## config.mk

```make
export PLATFORM = sky130hd
export DESIGN_NAME = ram_arbiter
export DESIGN_NICKNAME = d
export VERILOG_FILES = /design/src/rtl/ram_pkg.sv /design/src/rtl/rr_arb2.sv /design/src/rtl/ram_arbiter.sv
export SDC_FILE = /design/constraint.sdc
export NUM_CORES = 1
export LEC_CHECK = 0
export CORE_AREA = 2 2 165 167
export CTS_CLUSTER_DIAMETER = 60
export CTS_CLUSTER_SIZE = 40
export DETAILED_ROUTE_END_ITERATION = 10
export DIE_AREA = 0 0 167 169
export PLACE_DENSITY = 0.6
export SETUP_SLACK_MARGIN = 0.2
export SLEW_MARGIN = 15
export SYNTH_ARGS = -nofsm -noshare
export SYNTH_HDL_FRONTEND = slang
export SYNTH_SLANG_ARGS = --single-unit
```

## constraint.sdc

```tcl
create_clock -name clk -period 3.5 [get_ports clk]
set_clock_uncertainty 0.2 [all_clocks]
set_input_delay 1.05 -clock clk [delete_from_list [all_inputs] [get_ports clk]]
set_output_delay 1.05 -clock clk [all_outputs]
set_load 0.01 [all_outputs]
```

## src/rtl/ram_pkg.sv

```systemverilog
// ram_pkg: settings shared by the RAM arbiter and its round-robin sub-block.
//   ADDR_W_DEF / DATA_W_DEF : default RAM address and data widths
//   req_id_t                : requester identifier (0 = m0, 1 = m1)
//   id_from_gnt()           : turns a one-hot grant vector into a requester ID
package ram_pkg;

  localparam int ADDR_W_DEF = 8;
  localparam int DATA_W_DEF = 64;

  typedef enum logic {
    REQ_M0 = 1'b0,
    REQ_M1 = 1'b1
  } req_id_t;

  // A one-hot grant with bit 1 set belongs to m1; every other value maps to m0.
  function automatic req_id_t id_from_gnt(input logic [1:0] gnt);
    req_id_t id;
    if (gnt[1]) begin
      id = REQ_M1;
    end else begin
      id = REQ_M0;
    end
    return id;
  endfunction

endpackage

```

## src/rtl/rr_arb2.sv

```systemverilog
// rr_arb2: purely combinational two-way round-robin selector.
//   req[1:0] : request vector (bit 0 = m0, bit 1 = m1)
//   ptr      : requester that wins when both request (0 = m0, 1 = m1)
//   gnt[1:0] : one-hot grant, all zero when nobody requests
module rr_arb2
  import ram_pkg::*;
(
  input  logic [1:0] req,
  input  logic       ptr,
  output logic [1:0] gnt
);

  // A lone requester always wins; the pointer only breaks ties.
  always_comb begin
    gnt = 2'b00;
    case (req)
      2'b01:   gnt = 2'b01;
      2'b10:   gnt = 2'b10;
      2'b11: begin
        if (ptr == REQ_M1) begin
          gnt = 2'b10;
        end else begin
          gnt = 2'b01;
        end
      end
      default: gnt = 2'b00;
    endcase
  end

endmodule

```

## src/rtl/ram_arbiter.sv

```systemverilog
// ram_arbiter: shares one single-port synchronous RAM between two requesters.
//   clk, rst                       : clock, asynchronous active-high reset
//   mN_req/mN_wr/mN_addr/mN_wdata  : requester N command (N = 0, 1)
//   mN_gnt                         : combinational grant; transfer on req & gnt at the edge
//   mN_rvalid/mN_rdata             : read return for requester N
//   cen/wen/s_addr/s_din           : registered RAM command
//   s_dout                         : RAM read data, valid the cycle after a read command
// Pipeline: accept in t, RAM command in t+1, read data returned in t+2.
module ram_arbiter
  import ram_pkg::*;
#(
  parameter int ADDR_W = ADDR_W_DEF,
  parameter int DATA_W = DATA_W_DEF
) (
  input  logic              clk,
  input  logic              rst,
  input  logic              m0_req,
  input  logic              m0_wr,
  input  logic [ADDR_W-1:0] m0_addr,
  input  logic [DATA_W-1:0] m0_wdata,
  output logic              m0_gnt,
  output logic              m0_rvalid,
  output logic [DATA_W-1:0] m0_rdata,
  input  logic              m1_req,
  input  logic              m1_wr,
  input  logic [ADDR_W-1:0] m1_addr,
  input  logic [DATA_W-1:0] m1_wdata,
  output logic              m1_gnt,
  output logic              m1_rvalid,
  output logic [DATA_W-1:0] m1_rdata,
  output logic              cen,
  output logic              wen,
  output logic [ADDR_W-1:0] s_addr,
  output logic [DATA_W-1:0] s_din,
  input  logic [DATA_W-1:0] s_dout
);

  logic              ptr;
  logic [1:0]        arb_gnt;
  logic [1:0]        gnt;
  logic              xfer;
  req_id_t           gnt_id;
  req_id_t           cmd_id;
  logic              sel_wr;
  logic [ADDR_W-1:0] sel_addr;
  logic [DATA_W-1:0] sel_wdata;

  rr_arb2 u_arb (
    .req ({m1_req, m0_req}),
    .ptr (ptr),
    .gnt (arb_gnt)
  );

  // Grants are suppressed while reset is held so nothing is accepted mid-reset.
  always_comb begin
    if (rst) begin
      gnt = 2'b00;
    end else begin
      gnt = arb_gnt;
    end
  end

  assign m0_gnt = gnt[0];
  assign m1_gnt = gnt[1];
  assign xfer   = gnt[0] | gnt[1];
  assign gnt_id = id_from_gnt(gnt);

  // Steer the granted requester's command toward the command register.
  always_comb begin
    if (gnt[1]) begin
      sel_wr    = m1_wr;
      sel_addr  = m1_addr;
      sel_wdata = m1_wdata;
    end else begin
      sel_wr    = m0_wr;
      sel_addr  = m0_addr;
      sel_wdata = m0_wdata;
    end
  end

  // Round-robin pointer: after a transfer it points at the requester that lost.
  always_ff @(posedge clk or posedge rst) begin
    if (rst) begin
      ptr <= REQ_M0;
    end else if (xfer) begin
      ptr <= (gnt_id == REQ_M0) ? REQ_M1 : REQ_M0;
    end else begin
      ptr <= ptr;
    end
  end

  // Command stage: cen pulses per transfer, the other RAM fields hold when idle.
  always_ff @(posedge clk or posedge rst) begin
    if (rst) begin
      cen    <= 1'b0;
      wen    <= 1'b0;
      s_addr <= '0;
      s_din  <= '0;
      cmd_id <= REQ_M0;
    end else begin
      cen <= xfer;
      if (xfer) begin
        wen    <= sel_wr;
        s_addr <= sel_addr;
        s_din  <= sel_wdata;
        cmd_id <= gnt_id;
      end else begin
        wen    <= wen;
        s_addr <= s_addr;
        s_din  <= s_din;
        cmd_id <= cmd_id;
      end
    end
  end

  // Return stage: a read command in the RAM this cycle yields data next cycle,
  // routed to the requester whose ID travelled with the command.
  always_ff @(posedge clk or posedge rst) begin
    if (rst) begin
      m0_rvalid <= 1'b0;
      m1_rvalid <= 1'b0;
    end else begin
      m0_rvalid <= cen & ~wen & (cmd_id == REQ_M0);
      m1_rvalid <= cen & ~wen & (cmd_id == REQ_M1);
    end
  end

  assign m0_rdata = s_dout;
  assign m1_rdata = s_dout;

endmodule
```

== Word-level counts from Yosys, hierarchy flattened ==
Cells that the tools add are included.

* Memory bits (read-only): 0
* Memories kept: 0
* Output and inout port bits: 206
* Flip-flop bits (word level): 78
* Logic and storage cells: 25
* Memory bits (writable): 0
* Bits in latches: 0

* Magnitude comparators: 0
* Add/subtract/negate cells: 0
* Mux-type cells: 8
* Divide/modulo/power cells: 0
* Multipliers: 0
* Eq/ne operators: 3
* Shift operators: 0
* Bitwise gates (word level): 6
* Reductions and logical operators: 0

{| class="wikitable"
|+ Operators by type and width
! operator !! count
|-
| $mux 64 || 1
|-
| $mux 8 || 1
|-
| $pmux 2 s3 || 1
|-
| $eq 2x2->1 const B || 2
|-
| $mux 2 || 2
|-
| $and 1x1->1 || 3
|-
| $mux 1 || 3
|-
| $eq 2x1->1 const B || 1
|-
| $not 1->1 || 2
|-
| $or 1x1->1 || 1
|}

== Depth between registers and ports, before layout ==
Gate-level depths: netlist of the first run.

* Depth in word-level cells: 5
* Gate-level depth with buffers: 6

== By module ==
A second synthesis of the first run with hierarchy kept.

* Cell total of the unflattened synthesis: 545
* Area total of the unflattened synthesis: 4,707.0 sq um

{| class="wikitable"
|+ By module, submodules not included
! module !! cells each !! instances !! area each (sq um)
|-
| ram_arbiter || 542 || 1 || 4,688.2
|-
| rr_arb2 || 3 || 1 || 18.8
|}

== Worst setup path before layout of the first run ==
No wires, ideal clock.

* Path kind: input-to-reg
* Start point: input port rst
* End point: register s_din[16]
* Arrival time: 3.807 ns
* Slack: -0.633 ns
* Data required time: 3.174 ns
* Cell stages on the path: 5
* Library setup time: 0.126 ns
* Path buffers: 2
* Path through: inv_1 o21ai_1 buf_2 buf_2 a221o_1

* Longest elaborated chain between the ends: 2
* Elaborated cells between the ends (all ways): 3

{| class="wikitable"
|+ Ends and longest elaborated chain
! element !! line !! source
|-
| start: declaration || ram_arbiter.sv:16 || <nowiki>input logic rst,</nowiki>
|-
| $mux 2 * || ram_arbiter.sv:56 || <nowiki>if (rst) begin</nowiki>
|-
| $mux 64 or $or 1x1->1 (tied branches) || ram_arbiter.sv:70, ram_arbiter.sv:65 ||
|-
| end signal: assignment || ram_arbiter.sv:105 || <nowiki>s_din <= sel_wdata;</nowiki>
|-
| end signal: assignment || ram_arbiter.sv:110 || <nowiki>s_din <= s_din;</nowiki>
|-
| end: declaration || ram_arbiter.sv:34 || <nowiki>output logic [DATA_W-1:0] s_din,</nowiki>
|}

Every way passes the cells marked *; elsewhere a longest branch is shown, timed or not.
A chain may end at the register's enable or synchronous reset.

== Worst setup path after layout of the first run ==
* Start point: input port rst
* End point: output port m0_gnt

* Longest elaborated chain between the ends: 1

{| class="wikitable"
|+ Ends and longest elaborated chain
! element !! line !! source
|-
| $mux 2 || ram_arbiter.sv:56 ||
|-
| end: declaration || ram_arbiter.sv:21 || <nowiki>output logic m0_gnt,</nowiki>
|}

Every way passes these cells.

==> impl_metrics.tcl, run 1 <==
set metrics [dict create \
    start_util_pct 16.9 \
    cts_sinks 78 \
    dr_total_vias 3723 \
    yosysWarnings 0 \
    first_global_vias 3677 \
    synth_fp_nets 669 \
    final_cell_area_sq_mm 0.00654 \
    startpoint_type "primary input" \
    dr.pass1.iters 4 \
    die_w_microns 167 \
    antenna_cells 0 \
    synth_seq_area_share_pct 43.5 \
    layout_common_cells "223 x clkdlybuf4s50_1, 78 x dfrtp_1, 48 x and3_1, 48 x a221o_1, 26 x nor2_1" \
    ant_nets 0 \
    tightestPinTransition_ns 0.633 \
    placed_area_sq_mm 0.00620 \
    drive_above_1_share_pct 7.14 \
    synth-compound-area-share_pct 17.4 \
    ctsHoldBuffers 0 \
    grt.overflow.total 0 \
    ios 420 \
    yosys-mux-area-fraction_pct 0 \
    fillCellCount 2865 \
    endpoint_kind "primary output" \
    cts_root_buf "clkbuf_16" \
    rsz0062_at_grt "true" \
    p_per_area_mw_per_mm2 466 \
    drv_slew 0 \
    core-area_sq_mm 0.0265 \
    critPathArrivalTime_ns 1.99 \
    drcViolationCount 0 \
    cts_buffers 9 \
    ys_types 20 \
    rows 60 \
    synth.cell_area_sq_mm 0.00449 \
    irDropWorstVdd_mv 0.222 \
    outcome "finished clean" \
    hold_class "flop to flop" \
    worstSkewPairLatency_ns 0.34 \
    syn2layout_area_growth_pct 45.6 \
    crit_buf_inv 2 \
    gp_congestion 0.766 \
    max_freq_mhz 308 \
    cts_buffer_depth 2 \
    syn_inst 455 \
    place.detailed.hpwl_microns 12100 \
    critPathTopFamily "buffers and inverters" \
    viasPerCell 4.20 \
    cellLeakagePower_nw 2.68 \
    synth_fa_ha_area_share_pct 0 \
    antenna_found_initial 0 \
    post_cts_buffers 0 \
    whs_ns 0.234 \
    drt_iter0_markers 304 \
    cpPeakStageDelay_ns 0.45 \
    wl_microns 16800 \
    grt_max_degree 79 \
    critPathKind "primary input to primary output" \
    max-slew-margin-rel_pct 57.8 \
    synth_top_family_by_area "buffers and inverters" \
    power_w 0.00305 \
    track_usage_pct 11.6 \
    setup_viol 0 \
    yosys.area_share.simple_pct 12.8 \
    cts.htree.levels 3 \
    cts.clk_slew.worst_paths_ns 0.07 \
    finalHoldViolations 0 \
    crit_required_ns 2.25 \
    synth_xor_area_share_pct 0 \
    cts_tree "built" \
    grt_pass1_wl_microns 24400 \
    drv_cap 0 \
    crit_chain "clkdlybuf4s50_1 -> nand2b_4 -> a21oi_4 -> buf_6" \
    worst_slack_ns 0.258 \
    path_max_fanout 3 \
    crit_slowest_cell "clkdlybuf4s50_1" \
    die_y_microns 169 \
    synth_seq_cells 78 \
    fp.dieArea_sq_mm 0.0282 \
    period_share_pct 92.6 \
    mostFrequentLayoutCell "clkdlybuf4s50_1" \
    port_buffers 227 \
    syn_area_per_cell_sq_um 9.87 \
    place_ws_ns -0.251 \
    post_drt_wl_per_cell_microns 18.9 \
    nNetsFinal 755 \
    period_needed_ns 3.24 \
]
## state kept, by name, indices dropped and copies added (netlist names)
register   count
m0_rvalid      1
s_din         64
ptr            1
cen            1
s_addr         8
m1_rvalid      1
cmd_id         1
wen            1
## cell type report
| class | instances | area, sq um | share of cell area, % |
|---|---|---|---|
| clock buffers | 9 | 225 | 3.44 |
| clock inverters | 7 | 104 | 1.59 |
| inverters | 3 | 16.3 | 0.249 |
| multi-input cells | 209 | 1400 | 21.4 |
| flip-flops and latches | 78 | 1950 | 29.8 |
| well taps | 341 | 427 | 6.52 |
| repair buffers | 240 | 2420 | 37.0 |
## layer usage
layer	track usage, %	vias to the layer above	share of wire [%]
li1	-	1683	-
met1	13.2	1742	38
met2	19.2	275	49
met5	0	-	0
met4	3.41	0	1.9
met3	5.73	23	11
## final timing paths
check | cells after the start | startpoint | to | slack, ns
setup / recovery | 4 | rst | m0_gnt | 0.26
hold / removal | 1 | cmd_id$_DFFE_PP0P_ | m0_rvalid$_DFF_PP0_ | 0.23
setup reg to reg | 4 | ptr$_DFFE_PP0P_ | s_din[36]$_DFFE_PP0P_ | 1.45
hold reg to reg | 1 | cmd_id$_DFFE_PP0P_ | m0_rvalid$_DFF_PP0_ | 0.23
max in group asynchronous | 4 | rst | s_din[42]$_DFFE_PP0P_ | 1.57
min in group asynchronous | 4 | rst | ptr$_DFFE_PP0P_ | 1.19
## cells in the mapped netlist, drive strengths merged
cell	instances	share of area, %
o22ai	1	0.14
nor2	26	2.2
o21ai	27	3.0
inv	2	0.17
a21oi	1	0.11
buf	151	25
clkbuf	14	1.2
dfrtp	78	43
nand2	1	0.084
and3	48	6.7
nor3b	2	0.33
a31oi	25	3.5
nand2b	3	0.42
nand3	25	2.8
nor2b	2	0.28
clkinv	1	0.084
a221o	48	11
## power breakdown
| part | leakage [nW] | internal [W] | switching [W] | total, W |
|---|---|---|---|---|
| clock network | 0.155 | 0.000636 | 0.000445 | 0.00108 |
| logic | 1.59 | 0.000507 | 0.000345 | 0.000852 |
| registers | 0.934 | 0.00104 | 0.0000768 | 0.00111 |
## kinds of logic after synthesis
logic type             after synthesis
AOI/OAI and AO/OA                  102
and+or+nand+nor                    107
buffers and inverters              168
DFF                                 78
## per-stage QoR
step / TNS, ns / util (%) / instances
2_1_floorplan: 0 / - / 455
3_3_place_gp: -0.372 / 23.4 / 871
3_5_place_dp: -0.394 / 23.4 / 871
4_1_cts: 0 / 24.6 / 887
5_1_grt: 0 / 24.7 / 887
6_report: 0 / 24.7 / 887
## repair_timing
action,4_1_cts,5_1_grt
pin swaps,1,0
resized for setup,10,3
endpoints found under the hold margin,0,0
endpoints found under the setup margin,2,1
Note: power is estimated with default switching activity, not from simulation.
==> inputs of run 2 (changes only) <==
--- a/config.mk
+++ b/config.mk
@@ -10,7 +10,7 @@
 export CTS_CLUSTER_SIZE = 40
 export DETAILED_ROUTE_END_ITERATION = 10
 export DIE_AREA = 0 0 167 169
-export PLACE_DENSITY = 0.6
+export PLACE_DENSITY = 0.58
 export SETUP_SLACK_MARGIN = 0.2
 export SLEW_MARGIN = 15
 export SYNTH_ARGS = -nofsm -noshare
==> impl_metrics.tcl, run 2 (same netlist as run 1, synthesis figures left out) <==
set metrics [dict create \
    dr_total_vias 3792 \
    endpoint_kind "primary output" \
    p_per_area_mw_per_mm2 454 \
    irDropWorstVdd_mv 0.184 \
    grt.overflow.total 0 \
    critPathKind "primary input to primary output" \
    finalHoldViolations 0 \
    critPathArrivalTime_ns 2.05 \
    syn2layout_area_growth_pct 44.1 \
    hold-path-cell-count 1 \
    cts_buffer_depth 2 \
    cts.clk_slew.worst_paths_ns 0.07 \
    gp_congestion 0.810 \
    rows 60 \
    fp.dieArea_sq_mm 0.0282 \
    setup_viol 0 \
    outcome "finished clean" \
    dr.pass1.iters 5 \
    mostFrequentLayoutCell "clkdlybuf4s50_1" \
    cts.htree.levels 3 \
    max_freq_mhz 303 \
    largest_reg_flops 64 \
    grt_max_degree 79 \
    nNetsFinal 757 \
    fillCellCount 2837 \
    die_y_microns 169 \
    cts_buffers 9 \
    whs_ns 0.227 \
    place.detailed.hpwl_microns 13300 \
    ctsHoldBuffers 0 \
    period_share_pct 94.4 \
    drive_above_1_share_pct 6.76 \
    core-area_sq_mm 0.0265 \
    r2r_cells 3 \
    reg2reg_setup_slack_ns 1.69 \
    drcViolationCount 0 \
    cts_tree "built" \
    max-slew-margin-rel_pct 55.9 \
    ant_nets 0 \
    worstSkewPairLatency_ns 0.34 \
    port_buffers 227 \
    antenna_found_initial 0 \
    viasPerCell 4.27 \
    drv_slew 0 \
    hold_class "flop to flop" \
    period_needed_ns 3.30 \
    grt_pass1_wl_microns 25600 \
    cts_sinks 78 \
    tightestPinTransition_ns 0.661 \
    track_usage_pct 12.2 \
    path_max_fanout 3 \
    cts_root_buf "clkbuf_16" \
    ios 420 \
    cellLeakagePower_nw 2.65 \
    wl_microns 17900 \
    start_util_pct 16.9 \
    startpoint_type "primary input" \
    post_drt_wl_per_cell_microns 20.1 \
    antenna_cells 0 \
    rsz0062_at_grt "true" \
    drv_cap 0 \
    largest_register "s_din" \
    power_w 0.00294 \
    reg.largest.list "s_din x64, s_addr x8" \
    crit_required_ns 2.25 \
    drt_iter0_markers 282 \
    first_global_vias 3741 \
    layout_common_cells "223 x clkdlybuf4s50_1, 78 x dfrtp_1, 48 x and3_1, 48 x a221o_1, 26 x nor2_1" \
    die_w_microns 167 \
    post_cts_buffers 0 \
]
-- run 2: changes by cell type in the layout (fill, tap and decap cells not counted), moves of 2 or more --
cell | previous run | this run
buf_12 | 4 | 2
clkbuf_2 | 0 | 2
inv_6 | 2 | 0
clkinv_2 | 1 | 3
buf_4 | 9 | 13
-- run 2: final timing paths --
| check | startpoint | end |
|---|---|---|
| max | rst | m0_gnt |
| min in group asynchronous | rst | s_addr[2]$_DFFE_PP0P_ |
| min reg2reg | cmd_id$_DFFE_PP0P_ | m0_rvalid$_DFF_PP0_ |
| max in group asynchronous | rst | s_din[47]$_DFFE_PP0P_ |
| max reg2reg | ptr$_DFFE_PP0P_ | s_din[50]$_DFFE_PP0P_ |
| min | cmd_id$_DFFE_PP0P_ | m0_rvalid$_DFF_PP0_ |
-- run 2: layout make-up --
class | count | area (sq um) | area share [%]
inverter | 3 | 16.3 | 0.251
sequential | 78 | 1950 | 30.2
timing repair buffer | 242 | 2400 | 37.0
multi-input combinational | 209 | 1390 | 21.5
clock buffer | 11 | 243 | 3.75
tap | 341 | 427 | 6.59
clock inverter | 4 | 47.5 | 0.735
-- run 2: routing by layer --
layer / share of wire [%] / global-route usage (%) / vias up / routed length [microns]
met2: 48 / 20.7 / 288 / 8620
met4: 2.3 / 3.82 / 0 / 420
met3: 12 / 5.78 / 22 / 2120
met5: 0 / 0 / - / 0
met1: 38 / 13.4 / 1799 / 6730
li1: - / - / 1683 / -
-- run 2: through the flow --
step	std cells	setup TNS [ns]	util [%]	worst slack (ns)	area, sq um
final	888	0	24.4	0.197	6470
after global routing	888	0	24.4	0.140	6470
after CTS	888	0	24.4	0.0304	6480
after detailed placement	873	-0.415	23.4	-0.287	6190
after global placement	873	-0.391	23.4	-0.266	6190
after floorplan	455	0	-	0.202	4500
-- run 2: what timing repair did --
action	CTS	global route
setup endpoints to repair	2	2
resized for setup	4	4
cloned	0	0
-- run 2: worst max-delay path, cell delays in order --
cell	delay (ns)
clkdlybuf4s50_1	0.44
nand2b_1	0.21
a21oi_4	0.18
clkbuf_2	0.17
-- run 2: report_power, final --
part | total, W | switching, W | internal (W)
Combinational | 0.000851 | 0.000350 | 0.000502
Clock | 0.000968 | 0.000401 | 0.000567
Sequential | 0.00112 | 0.0000817 | 0.00104
==> inputs of run 3 (changes only) <==
--- a/config.mk
+++ b/config.mk
@@ -5,12 +5,13 @@
 export SDC_FILE = /design/constraint.sdc
 export NUM_CORES = 1
 export LEC_CHECK = 0
-export CORE_AREA = 2 2 165 167
+export CAP_MARGIN = 40
+export CORE_AREA = 2 2 161 163
 export CTS_CLUSTER_DIAMETER = 60
 export CTS_CLUSTER_SIZE = 40
 export DETAILED_ROUTE_END_ITERATION = 10
-export DIE_AREA = 0 0 167 169
-export PLACE_DENSITY = 0.58
+export DIE_AREA = 0 0 163 165
+export PLACE_DENSITY = 0.6
 export SETUP_SLACK_MARGIN = 0.2
 export SLEW_MARGIN = 15
 export SYNTH_ARGS = -nofsm -noshare
==> impl_metrics.tcl, run 3 (same netlist as run 1, synthesis figures left out) <==
set metrics [dict create \
    setup_viol 0 \
    cts.clk_slew.worst_paths_ns 0.06 \
    largest_register "s_din" \
    fillCellCount 2677 \
    dr_total_vias 3764 \
    viasPerCell 4.30 \
    wl_microns 16800 \
    path_max_fanout 4 \
    drive_above_1_share_pct 6.61 \
    drv_cap 0 \
    cts_tree "built" \
    drt_iter0_markers 198 \
    intPower_w 0.00209 \
    layout_common_cells "222 x clkdlybuf4s50_1, 78 x dfrtp_1, 48 x and3_1, 48 x a221o_1, 26 x nor2_1" \
    grt_pass1_wl_microns 23900 \
    die_w_microns 163 \
    final_cell_area_sq_mm 0.00646 \
    track_usage_pct 11.9 \
    mostFrequentLayoutCell "clkdlybuf4s50_1" \
    worstSkewPairLatency_ns 0.33 \
    crit_required_ns 2.25 \
    grt.overflow.total 0 \
    largest_reg_flops 64 \
    fp.dieArea_sq_mm 0.0269 \
    rsz0062_at_grt "false" \
    combPwrFrac_pct 28.9 \
    ff_latch_area_sq_mm 0.00195 \
    nNetsFinal 755 \
    die_y_microns 165 \
    core-area_sq_mm 0.0250 \
    drcViolationCount 0 \
    antenna_cells 0 \
    period_needed_ns 3.19 \
    ios 420 \
    cellLeakagePower_nw 2.63 \
    tightestPinTransition_ns 0.625 \
    place.detailed.hpwl_microns 12200 \
    cts_buffer_depth 2 \
    cts_root_buf "clkbuf_16" \
    pwr-share-seq_pct 38.3 \
    stdcell_count 875 \
    multi_input_area_sq_mm 0.00139 \
    placed_area_sq_mm 0.00617 \
    rows 58 \
    grt_max_degree 74 \
    max_freq_mhz 313 \
    ant_nets 0 \
    ctsHoldBuffers 0 \
    dr.pass1.iters 4 \
    max-slew-margin-rel_pct 58.3 \
    dp.cells 860 \
    period_share_pct 91.2 \
    critPathKind "primary input to primary output" \
    switching_share_pct 28.4 \
    port_buffers 227 \
    finalHoldViolations 0 \
    endpoint_kind "primary output" \
    cts_buffers 9 \
    reg.largest.list "s_din x64, s_addr x8" \
    gp_congestion 0.742 \
    start_util_pct 17.9 \
    cts_sinks 78 \
    outcome "finished clean" \
    post_drt_wl_per_cell_microns 19.3 \
    irDropWorstVdd_mv 0.150 \
    cts.htree.levels 3 \
    clockPowerShare_pct 32.8 \
    first_global_vias 3746 \
    startpoint_type "primary input" \
    drv_slew 0 \
    p_switching_w 0.000831 \
    p_per_area_mw_per_mm2 452 \
    critPathArrivalTime_ns 1.94 \
    syn2layout_area_growth_pct 43.8 \
    antenna_found_initial 0 \
    hold_class "flop to flop" \
]
[run 3: final timing paths]
kind                       depth (start not counted)  slack [ns]               start                    end
setup reg to reg                                   4        1.62     ptr$_DFFE_PP0P_  s_din[56]$_DFFE_PP0P_
max in group asynchronous                          3        1.63                 rst  s_din[56]$_DFFE_PP0P_
setup / recovery                                   4        0.31                 rst                 m0_gnt
min in group asynchronous                          2        0.67                 rst        ptr$_DFFE_PP0P_
hold / removal                                     1        0.22  cmd_id$_DFFE_PP0P_    m0_rvalid$_DFF_PP0_
hold reg to reg                                    1        0.22  cmd_id$_DFFE_PP0P_    m0_rvalid$_DFF_PP0_
[run 3: layout make-up]
cell class / count / area share, %
Sequential cell: 78 / 30.2
Timing Repair Buffer: 240 / 37.1
Clock inverter: 5 / 0.950
Inverter: 3 / 0.252
Tap cell: 330 / 6.40
Clock buffer: 10 / 3.55
Multi-Input combinational cell: 209 / 21.6
[run 3: power groups by stage]
stage | clock (W) | combinational (W) | sequential [W]
floorplan | 0 | 0.000415 | 0.00119
global placement | 0 | 0.000849 | 0.00113
detailed placement | 0 | 0.000858 | 0.00113
CTS | 0.00100 | 0.000857 | 0.00112
global route | 0.00104 | 0.000906 | 0.00113
finish | 0.000958 | 0.000845 | 0.00112
[run 3: what timing repair did]
item                                    in CTS  in global routing
endpoints found under the setup margin       2                  0
hold endpoints to repair                     0                  0
buffers inserted                             0                  0
gates resized for setup                      9                  0
[run 3: routing by layer]
layer / track usage [%] / wire (microns) / vias to the layer above
li1: - / - / 1678
met1: 12.6 / 6170 / 1815
met2: 21.2 / 8520 / 247
met3: 5.70 / 1880 / 24
met4: 3.50 / 276 / 0
met5: 0 / 0 / -
[run 3: worst max-delay path, cell delays in order]
cell and delay (ns):
dlygate4sd2_1 0.30, nand2b_1 0.22, a21oi_4 0.13, clkdlybuf4s15_2 0.24
[run 3: through the flow]
stage	hold WS, ns	setup WS (ns)	TNS (ns)	util, %	power (W)
final	0.222	0.308	0	25.8	0.00292
after global routing	0.245	0.269	0	25.8	0.00308
after CTS	0.223	0.303	0	25.8	0.00298
after detailed placement	0.214	-0.251	-0.480	24.6	0.00199
after global placement	0.214	-0.243	-0.459	24.6	0.00198
after floorplan	0.207	0.202	0	-	0.00160
